`src/rtl/debug_snap_tx_pkg.sv`:
```
// debug_snap_tx_pkg: frame constants and serializer state encoding shared with the host-side decoder
// NUM_BYTES depends on DEBUG_TX_CHKSUM_EN.
package debug_snap_tx_pkg;
  localparam logic [7:0] SYNC_BYTE = 8'hA5;
  localparam int NUM_DATA = 7;
`ifdef DEBUG_TX_CHKSUM_EN
  localparam int NUM_BYTES = NUM_DATA + 2;
`else
  localparam int NUM_BYTES = NUM_DATA + 1;
`endif
  typedef enum logic [1:0] {IDLE = 2'd0, START = 2'd1, DATA = 2'd2, STOP = 2'd3} tx_state_t;
endpackage

```
`src/rtl/uart_tx_byte.sv`:
```
// uart_tx_byte: 8N1 byte serializer; a load on the final stop-bit cycle chains the next byte with no gap
module uart_tx_byte
  import debug_snap_tx_pkg::*;
#(
  parameter int CLKS_PER_BIT = 434
) (
  input  logic       clk,
  input  logic       nreset,
  input  logic       load,
  input  logic [7:0] data,
  output logic       tx,
  output logic       busy,
  output logic       byte_done
);
  localparam logic [15:0] LAST = 16'(CLKS_PER_BIT - 1);
  tx_state_t state_q, state_d;
  logic [15:0] cnt_q, cnt_d;
  logic [2:0] bit_q, bit_d;
  logic [7:0] sh_q, sh_d;
  logic tx_q, tx_d, bit_end;
  assign bit_end = cnt_q == LAST;
  assign tx = tx_q;
  assign busy = state_q != IDLE;
  always_ff @(posedge clk or negedge nreset)
    if (!nreset) begin
      state_q <= IDLE;
      cnt_q <= '0;
      bit_q <= '0;
      sh_q <= '0;
      tx_q <= 1'b1;
    end else begin
      state_q <= state_d;
      cnt_q <= cnt_d;
      bit_q <= bit_d;
      sh_q <= sh_d;
      tx_q <= tx_d;
    end
  always_comb begin
    state_d = state_q;
    cnt_d = (state_q == IDLE || bit_end) ? '0 : cnt_q + 16'd1;
    bit_d = bit_q;
    sh_d = sh_q;
    tx_d = tx_q;
    byte_done = 1'b0;
    case (state_q)
      IDLE: if (load) begin
        state_d = START;
        sh_d = data;
        tx_d = 1'b0;
      end
      START: if (bit_end) begin
        state_d = DATA;
        bit_d = '0;
        tx_d = sh_q[0];
      end
      DATA: if (bit_end) begin
        sh_d = sh_q >> 1;
        bit_d = bit_q + 3'd1;
        state_d = (bit_q == 3'd7) ? STOP : DATA;
        tx_d = (bit_q == 3'd7) ? 1'b1 : sh_q[1];
      end
      STOP: if (bit_end) begin
        byte_done = 1'b1;
        state_d = load ? START : IDLE;
        sh_d = load ? data : sh_q;
        tx_d = !load;
      end
      default: state_d = IDLE;
    endcase
  end
endmodule

```
`src/rtl/debug_snap_tx.sv`:
```
// debug_snap_tx: snapshots seven debug bytes on trigger and sends sync + bytes (+ XOR checksum when
// DEBUG_TX_CHKSUM_EN is defined) over a UART line.
module debug_snap_tx
  import debug_snap_tx_pkg::*;
#(
  parameter int CLKS_PER_BIT = 434
) (
  input  logic       clk,
  input  logic       nreset,
  input  logic       trigger,
  input  logic [7:0] debug_port1,
  input  logic [7:0] debug_port2,
  input  logic [7:0] debug_port3,
  input  logic [7:0] debug_port4,
  input  logic [7:0] debug_port5,
  input  logic [7:0] debug_port6,
  input  logic [7:0] debug_port7,
  output logic       tx,
  output logic       busy,
  output logic       done
);
  logic [NUM_DATA*8-1:0] snap_q;
  logic [3:0] idx_q;
  logic done_q, accept, byte_done, last, load;
  logic [7:0] next_byte;
  // done_q blocks a trigger in the done cycle even though busy is already low
  assign accept = trigger && !busy && !done_q;
  assign last = idx_q == 4'(NUM_BYTES - 1);
  assign load = accept || (byte_done && !last);
  assign done = done_q;
`ifdef DEBUG_TX_CHKSUM_EN
  logic [7:0] chk_q;
  assign next_byte = accept ? SYNC_BYTE : (idx_q == 4'(NUM_DATA)) ? chk_q : snap_q[7:0];
  always_ff @(posedge clk or negedge nreset)
    if (!nreset) chk_q <= '0;
    else if (accept) chk_q <= debug_port1 ^ debug_port2 ^ debug_port3 ^ debug_port4 ^
                              debug_port5 ^ debug_port6 ^ debug_port7;
`else
  assign next_byte = accept ? SYNC_BYTE : snap_q[7:0];
`endif
  // snapshot shifts down a byte per chained load so the next data byte is always in the low lane
  always_ff @(posedge clk or negedge nreset)
    if (!nreset) begin
      snap_q <= '0;
      idx_q <= '0;
      done_q <= 1'b0;
    end else begin
      done_q <= byte_done && last;
      if (accept) begin
        snap_q <= {debug_port7, debug_port6, debug_port5, debug_port4,
                   debug_port3, debug_port2, debug_port1};
        idx_q <= '0;
      end else if (byte_done && !last) begin
        snap_q <= snap_q >> 8;
        idx_q <= idx_q + 4'd1;
      end
    end
  uart_tx_byte #(.CLKS_PER_BIT(CLKS_PER_BIT)) u_ser (
    .clk(clk),
    .nreset(nreset),
    .load(load),
    .data(next_byte),
    .tx(tx),
    .busy(busy),
    .byte_done(byte_done)
  );
endmodule
```
`config.mk`:
```
export PLATFORM = sky130hd
export DESIGN_NAME = debug_snap_tx
export DESIGN_NICKNAME = d
export VERILOG_FILES = /design/src/rtl/debug_snap_tx_pkg.sv /design/src/rtl/uart_tx_byte.sv /design/src/rtl/debug_snap_tx.sv
export SDC_FILE = /design/constraint.sdc
export NUM_CORES = 1
export LEC_CHECK = 0
export CAP_MARGIN = 20
export CORE_MARGIN = 8
export CORE_UTILIZATION = 59
export CTS_CLUSTER_DIAMETER = 60
export CTS_CLUSTER_SIZE = 12
export DETAILED_ROUTE_END_ITERATION = 16
export PLACE_DENSITY = 0.85
export SLEW_MARGIN = 15
export SYNTH_ARGS = -nofsm -noshare
export SYNTH_HDL_FRONTEND = slang
export SYNTH_SLANG_ARGS = --single-unit
```
`constraint.sdc`:
```
create_clock -name clk -period 3.3 [get_ports clk]
set_input_delay 0.33 -clock clk [delete_from_list [all_inputs] [get_ports clk]]
set_output_delay 0.33 -clock clk [all_outputs]
set_load 0.02 [all_outputs]
```
==> results of run 1 <==
[stage by stage]
| step | utilization, % | worst slack (ns) | instances | total power, mW | hold WS (ns) |
|---|---|---|---|---|---|
| floorplan | - | 1.08 | 443 | 2.73 | 0.0344 |
| global placement | 70.0 | 1.02 | 585 | 3.01 | 0.343 |
| detailed placement | 70.0 | 0.876 | 585 | 3.14 | 0.348 |
| CTS | 73.2 | 0.853 | 602 | 3.97 | 0.493 |
| global route | 73.2 | 0.723 | 602 | 4.22 | 0.509 |
| finish | 73.2 | 0.844 | 602 | 3.95 | 0.474 |
[synth_stat cells (all sizes together)]
cell type,count
a21oi,1
nor2,43
mux2i,42
nand2,97
a221o,1
dfstp,1
dfrtp,90
xnor2,9
a32o,2
mux2,10
nor4b,1
and3b,1
nor3,5
and4,2
clkbuf,17
inv,6
nand3,7
buf,8
nor4,1
and3,3
or2,1
nand4,2
nand3b,2
o21ai,59
nor3b,1
and4bb,1
a211o,1
xor2,7
a21o,1
ha,11
a31oi,10
[metal layers]
layer  wire length [µm]  vias up  track usage, %  share of wire (%)
li1                   -     1609               -                  -
met4                197        0            9.14                2.0
met3                434       16            3.68                4.5
met1               4140     1606            24.5                 43
met2               4910       81            33.0                 51
met5                  0        -               0                  0
[kinds of logic (layout without fill, tap and decap cells)]
logic type               count (synthesis)  count (layout)  share of synthesized area (%)
XOR/XNOR                                16              16                           3.20
buffers and inverters                   31              91                           3.03
AO/OA/AOI/OAI                           75              75                           9.36
multiplexers                            52              52                           12.9
AND/OR/NAND/NOR                        167             167                           16.3
flip-flops                              91              91                           52.1
adder cells (fa/ha/maj)                 11              11                           3.15
[power by group through the flow]
stage	Clock, mW	Combinational, mW	Sequential (mW)
CTS	0.835	1.31	1.82
detailed placement	0	1.30	1.84
global route	0.870	1.47	1.88
global placement	0	1.21	1.81
floorplan	0	0.991	1.74
finish	0.823	1.30	1.83
[state kept, by name, summed over array words and instances, names as in the netlist]
| signal | flops |
|---|---|
| snap_q | 56 |
| u_ser.cnt_q | 16 |
| u_ser.sh_q | 8 |
| idx_q | 4 |
| u_ser.bit_q | 3 |
| u_ser.state_q | 2 |
| done | 1 |
| u_ser.tx | 1 |
[worst paths after layout]
path | from | end | slack, ns | cells past startpoint
setup / recovery | u_ser.cnt_q[1] | u_ser.sh_q[5] | 0.84 | 7
hold / removal | nreset | u_ser.bit_q[2] | 0.47 | 2
setup reg to reg | u_ser.cnt_q[1] | u_ser.sh_q[5] | 0.84 | 7
hold reg to reg | u_ser.bit_q[1] | u_ser.bit_q[1] | 0.52 | 1
max in group asynchronous | nreset | snap_q[55] | 2.04 | 3
min in group clk | debug_port7[2] | snap_q[50] | 0.51 | 3
[area by class of cell]
cell class,count,area (µm²),share of cell area (%)
inverter,6,22.5,0.427
sequential,91,2280,43.2
clock buffer,10,128,2.42
timing repair buffer,69,671,12.7
tap,99,124,2.35
multi-input combinational,321,1970,37.3
clock inverter,6,90.1,1.71
[cells in the final DEF, fill, tap and decap left out, types with 3 or more instances in the layout]
cell type	n
sky130_fd_sc_hd__o21ai_0	55
sky130_fd_sc_hd__nand3_1	7
sky130_fd_sc_hd__xor2_1	7
sky130_fd_sc_hd__nor3_1	5
sky130_fd_sc_hd__a31oi_1	10
sky130_fd_sc_hd__nor2_1	43
sky130_fd_sc_hd__and3_1	3
sky130_fd_sc_hd__clkdlybuf4s50_1	60
sky130_fd_sc_hd__ha_1	11
sky130_fd_sc_hd__buf_4	8
sky130_fd_sc_hd__mux2_4	8
sky130_fd_sc_hd__xnor2_1	9
sky130_fd_sc_hd__dfrtp_1	90
sky130_fd_sc_hd__inv_1	6
sky130_fd_sc_hd__clkbuf_8	9
sky130_fd_sc_hd__nand2_1	97
sky130_fd_sc_hd__mux2i_1	42
sky130_fd_sc_hd__o21ai_1	4
sky130_fd_sc_hd__clkinvlp_4	4
==> run summary, run 1 <==
### Cells and area
* Filler Cells Inserted: 544
* post-synthesis to final-layout area growth: 20.7%
* proportion of layout cells with a drive suffix above 1: 7.55%
* final std cell area, no fill: 5280 µm²
* fin nets: 568
* Inserted Diodes: 0

### STA
* Hold Vio Cnt, Final: 0
* number of pins exceeding their max-slew limit in the final report: 0
* post-route setup TNS: 0 ns
* clock period minus final worst setup slack: 2.46 ns
* crit share post-route: 74.4%
* Finish-stage setup viols: 0
* transition time of the tightest slew-check pin: 0.794 ns
* RSZ-0062 raised after global routing: false
* achievable clock frequency: 407 MHz
* headroom to the max-slew limit: 47.1%
* clock skew: 0.0126 ns

### Synth
* area leader, netlist: sky130_fd_sc_hd__dfrtp_1
* total standard cell area after synthesis: 4370 µm²
* proportion of netlist area held by the largest area contributor: 51.5%
* Net Count, Synth: 513
* largest cells by area after synthesis: sky130_fd_sc_hd__dfrtp_1 52%, sky130_fd_sc_hd__mux2i_1 9.6%, sky130_fd_sc_hd__nand2_1 8.3%
* Mapped Avg Cell Area: 9.87 µm²
* number of warnings reported in the yosys synthesis log: 0
* number of distinct library cells after synthesis: 36
* synthesized flop and latch total: 91
* cell count after synthesis: 443
* part of the Yosys area used for sequential elements: 52.1%

### Power and ir drop
* Pint: 2.58 mW
* static leakage power: 2.56 nW
* Clk pwr share: 20.9%
* total power density per cell area: 748 nW/µm²
* switching share of power: 34.6%
* register share of total power: 46.3%
* Net Switching: 1.37 mW
* peak ir drop on the vdd network: 0.000362 V
* share of total power in combinational logic: 32.8%

### Clock tree
* number of sinks handled by clock tree synthesis: 91
* buffer count from post-CTS setup fixing: 0
* hold_buf cts: 1
* clock-pin slew on the worst setup and hold paths: 0.09 ns
* clk_lat worst skew: 0.36 ns
* Bufs on Longest Clock Path: 2
* post-cts resize count: 0
* CTS root buf: sky130_fd_sc_hd__clkbuf_8
* clock tree from TritonCTS: done
* Max H-tree Level: 3
* Inserted Clock Buffers: 9

### Place
* area of placed instances: 5050 µm²
* GP Congestion: 0.864
* HPWL after detailed placement: 6860 µm
* IO buf count: 61

### Floorplanning
* initial cell density of the core: 60.6%
* ports placed on the boundary: 62
* DIE WIDTH: 102 µm
* overall die area: 10400 µm²
* Core Region: 7210 µm²
* height of the die: 102 µm
* FP Rows: 31

### GRT
* wire length of the first global-routing pass: 16100 µm
* All-Layer GR Usage: 19.9%
* antenna violations before repair: 0
* number of global-route vias before repair: 3409
* largest net degree at the start of global routing: 97
* GRT overflow: 0

### Setup path
* kind of critical path: register to register
* worst stage delay on the critical path: 0.46 ns
* crit end category: register
* Top Family by Delay on Critical Path: simple AND/OR/NAND/NOR gates
* Critical path buffers and inverters: 1
* launching element type of the critical path: register
* worst-path cell with the longest stage delay: sky130_fd_sc_hd__a211o_1
* critical-path maximum fanout: 8
* cells traversed along the worst timing path: inv_1 -> ha_1 -> nor4b_2 -> nand4_1 -> or2_2 -> a211o_1 -> mux2_4
* arrival time of the worst setup path: 2.70 ns
* required time reported for the critical path endpoint: 3.55 ns

### Drt
* Detailed Route Iter0 Violations: 142
* vias after detailed routing: 3312
* overall routed net length: 9680 µm
* Antenna Violating Nets Remaining: 0
* first drt pass iteration count: 4
* drt via density: 5.50
* final routed DRC violation total: 0
* average wire length per cell after detail routing: 16.1 µm

### Worst hold path
* path type of the worst min-delay path: primary input to async pin

### Outcome
* status: completed

### Flow run
* max_cap viols: 0

No activity file was read; power rests on OpenSTA's default activity.
==> inputs of run 2 (changes only) <==
--- a/config.mk
+++ b/config.mk
@@ -7,11 +7,11 @@
 export LEC_CHECK = 0
 export CAP_MARGIN = 20
 export CORE_MARGIN = 8
-export CORE_UTILIZATION = 59
+export CORE_UTILIZATION = 49
 export CTS_CLUSTER_DIAMETER = 60
 export CTS_CLUSTER_SIZE = 12
 export DETAILED_ROUTE_END_ITERATION = 16
-export PLACE_DENSITY = 0.85
+export PLACE_DENSITY = 0.76
 export SLEW_MARGIN = 15
 export SYNTH_ARGS = -nofsm -noshare
 export SYNTH_HDL_FRONTEND = slang
==> constraint.sdc (replaced) <==
create_clock -name clk -period 2.2 [get_ports clk]
set_input_delay 0.22 -clock clk [delete_from_list [all_inputs] [get_ports clk]]
set_output_delay 0.22 -clock clk [all_outputs]
set_load 0.02 [all_outputs]
==> run summary, run 2 (synthesized netlist as in run 1, its figures left out) <==
### Outcome
* status: completed

### Cells and area
* fin nets: 577, +1.6%
* Reg area: 2280 µm², unchanged
* most common cell after layout, fill and taps aside: sky130_fd_sc_hd__nand2_1
* registers with the highest flip-flop counts: snap_q: 56 flops, u_ser.cnt_q: 16 flops, u_ser.sh_q: 8 flops
* Largest register FFs: 56, unchanged
* final core utilization: 62.5%, -11 points
* Inserted Diodes: 0, unchanged
* proportion of layout cells with a drive suffix above 1: 9.77%, +2.2 points
* post-synthesis to final-layout area growth: 24.0%
* area of combinational cells with multiple inputs: 2000 µm², +1.7%
* most flop-heavy register: snap_q
* highest-count cells in the layout ignoring fill and taps: 97 x sky130_fd_sc_hd__nand2_1, 90 x sky130_fd_sc_hd__dfrtp_1, 59 x sky130_fd_sc_hd__clkdlybuf4s50_1
* Filler Cells Inserted: 746, +37%

### Setup path
* kind of critical path: register to register
* capturing instance or port of the critical path: u_ser.sh_q[3]
* crit end category: register
* startpoint of the worst-slack reg-to-reg timing path: u_ser.cnt_q[1]
* setup slack of the most critical reg-to-reg path: 0.08 ns, -0.76 ns
* Reg2Reg Capture Point: u_ser.sh_q[3]
* launching element type of the critical path: register
* length in cells of the worst reg-to-reg path: 7, unchanged
* Setup crit start: u_ser.cnt_q[1]
* required time reported for the critical path endpoint: 2.45 ns, -1.10 ns
* arrival time of the worst setup path: 2.37 ns, -0.33 ns
* critical-path maximum fanout: 8, unchanged

### STA
* Hold Vio Cnt, Final: 0, unchanged
* Post-Route Hold Slack: 0.393 ns, -0.0808 ns
* crit share post-route: 96.3%, +22 points
* achievable clock frequency: 472 MHz, +16%
* transition time of the tightest slew-check pin: 0.553 ns, -0.241 ns
* Finish-stage setup viols: 0, unchanged
* number of pins exceeding their max-slew limit in the final report: 0, unchanged
* headroom to the max-slew limit: 62.9%, +16 points
* clock period minus final worst setup slack: 2.12 ns, -0.337 ns
* final worst-path setup slack: 0.0806 ns, -0.763 ns
* clock skew: 0.0141 ns, +0.00146 ns

### Drt
* average wire length per cell after detail routing: 15.7 µm, -2.1%
* first drt pass iteration count: 4, unchanged
* overall routed net length: 9760 µm, +0.85%
* vias after detailed routing: 3318, +0.18%
* drt via density: 5.35, -2.7%
* Detailed Route Iter0 Violations: 189, +33%
* Antenna Violating Nets Remaining: 0, unchanged
* final routed DRC violation total: 0, unchanged

### Floorplanning
* Core Region: 8680 µm², +20%
* ports placed on the boundary: 62, unchanged
* DIE WIDTH: 110 µm, +8.2%
* FP Rows: 34, +9.7%
* height of the die: 110 µm, +8.2%
* initial cell density of the core: 50.4%, -10 points
* overall die area: 12200 µm², +17%

### Clock tree
* Bufs on Longest Clock Path: 2, unchanged
* clock-pin slew on the worst setup and hold paths: 0.10 ns, about the same
* CTS root buf: sky130_fd_sc_hd__clkbuf_8
* Max H-tree Level: 3, unchanged
* buffer count from post-CTS setup fixing: 0, unchanged
* Inserted Clock Buffers: 9, unchanged
* number of sinks handled by clock tree synthesis: 91, unchanged
* clock tree from TritonCTS: done
* clk_lat worst skew: 0.37 ns, about the same

### Place
* worst slack at placement: -0.0193 ns, -0.896 ns
* HPWL after detailed placement: 6830 µm, -0.45%
* IO buf count: 61, unchanged
* GP Congestion: 0.853, -1.3%

### Power and ir drop
* static leakage power: 2.64 nW, +3.1%
* sum of internal, switching and leakage power: 6.02 mW, +53%
* peak ir drop on the vdd network: 0.000465 V, +28%
* total power density per cell area: 1110 nW/µm², +49%

### GRT
* antenna violations before repair: 0, unchanged
* GRT overflow: 0, unchanged
* wire length of the first global-routing pass: 16500 µm, +2.1%
* All-Layer GR Usage: 15.9%, -4.0 points
* number of global-route vias before repair: 3421, +0.35%
* largest net degree at the start of global routing: 97, unchanged

### Worst hold path
* path type of the worst min-delay path: primary input to register

### Flow run
* max_cap viols: 0, unchanged

-- run 2: layout make-up --
type                    instances  area share (%)
clock inverters                 6            1.52
well taps                     108            2.49
inverters                       6           0.415
multi-input cells             321            36.9
flip-flops and latches         91            42.0
clock buffers                  10            2.54
repair buffers                 78            14.1
-- run 2: repair_timing --
action                                  4_1_cts  5_1_grt
pin swaps                                     0        2
endpoints found under the hold margin        90        0
hold buffers                                  1        0
endpoints found under the setup margin        8       11
gates resized for setup                       1        5
cloned                                        0        0
-- run 2: through the flow --
stage          cell area, µm²  setup TNS [ns]  instances
4_1_cts                  5390               0        620
6_report                 5420               0        620
5_1_grt                  5420          -0.181        620
3_5_place_dp             5160          -0.106        603
3_3_place_gp             5160               0        603
2_1_floorplan            4380               0        443
-- run 2: worst min path at each step --
stage | start | end | slack, ns | depth (start not counted)
finish | debug_port3[3] | snap_q[19] | 0.39 | 3
global route | debug_port6[5] | snap_q[45] | 0.40 | 3
CTS | debug_port3[3] | snap_q[19] | 0.38 | 3
detailed placement | nreset | u_ser.sh_q[2] | 0.31 | 2
global placement | nreset | u_ser.sh_q[1] | 0.30 | 2
floorplan | nreset | done | -0.08 | 0
-- run 2: layer usage --
metal | global-route usage, % | vias to the layer above | part of all wire (%) | wire (µm)
li1 | - | 1632 | - | -
met1 | 20.8 | 1603 | 46 | 4500
met2 | 26.0 | 70 | 49 | 4790
met3 | 2.44 | 13 | 3.3 | 321
met4 | 5.68 | 0 | 1.5 | 146
met5 | 0 | - | 0 | 0
-- run 2: critical path, cell delays in order (launching register included) --
cell                      delay, ns
sky130_fd_sc_hd__dfrtp_1       0.38
sky130_fd_sc_hd__inv_1         0.05
sky130_fd_sc_hd__ha_1          0.15
sky130_fd_sc_hd__nor4b_4       0.21
sky130_fd_sc_hd__nand4_1       0.16
sky130_fd_sc_hd__or2_4         0.31
sky130_fd_sc_hd__a211o_4       0.42
sky130_fd_sc_hd__mux2_4        0.31
-- run 2: power breakdown --
part	leakage, nW	total, mW	switching (mW)	internal (mW)
registers	1.13	2.71	0.395	2.31
logic	1.40	2.09	1.06	1.03
clock network	0.108	1.23	0.647	0.582
total	2.64	6.02	2.10	3.93
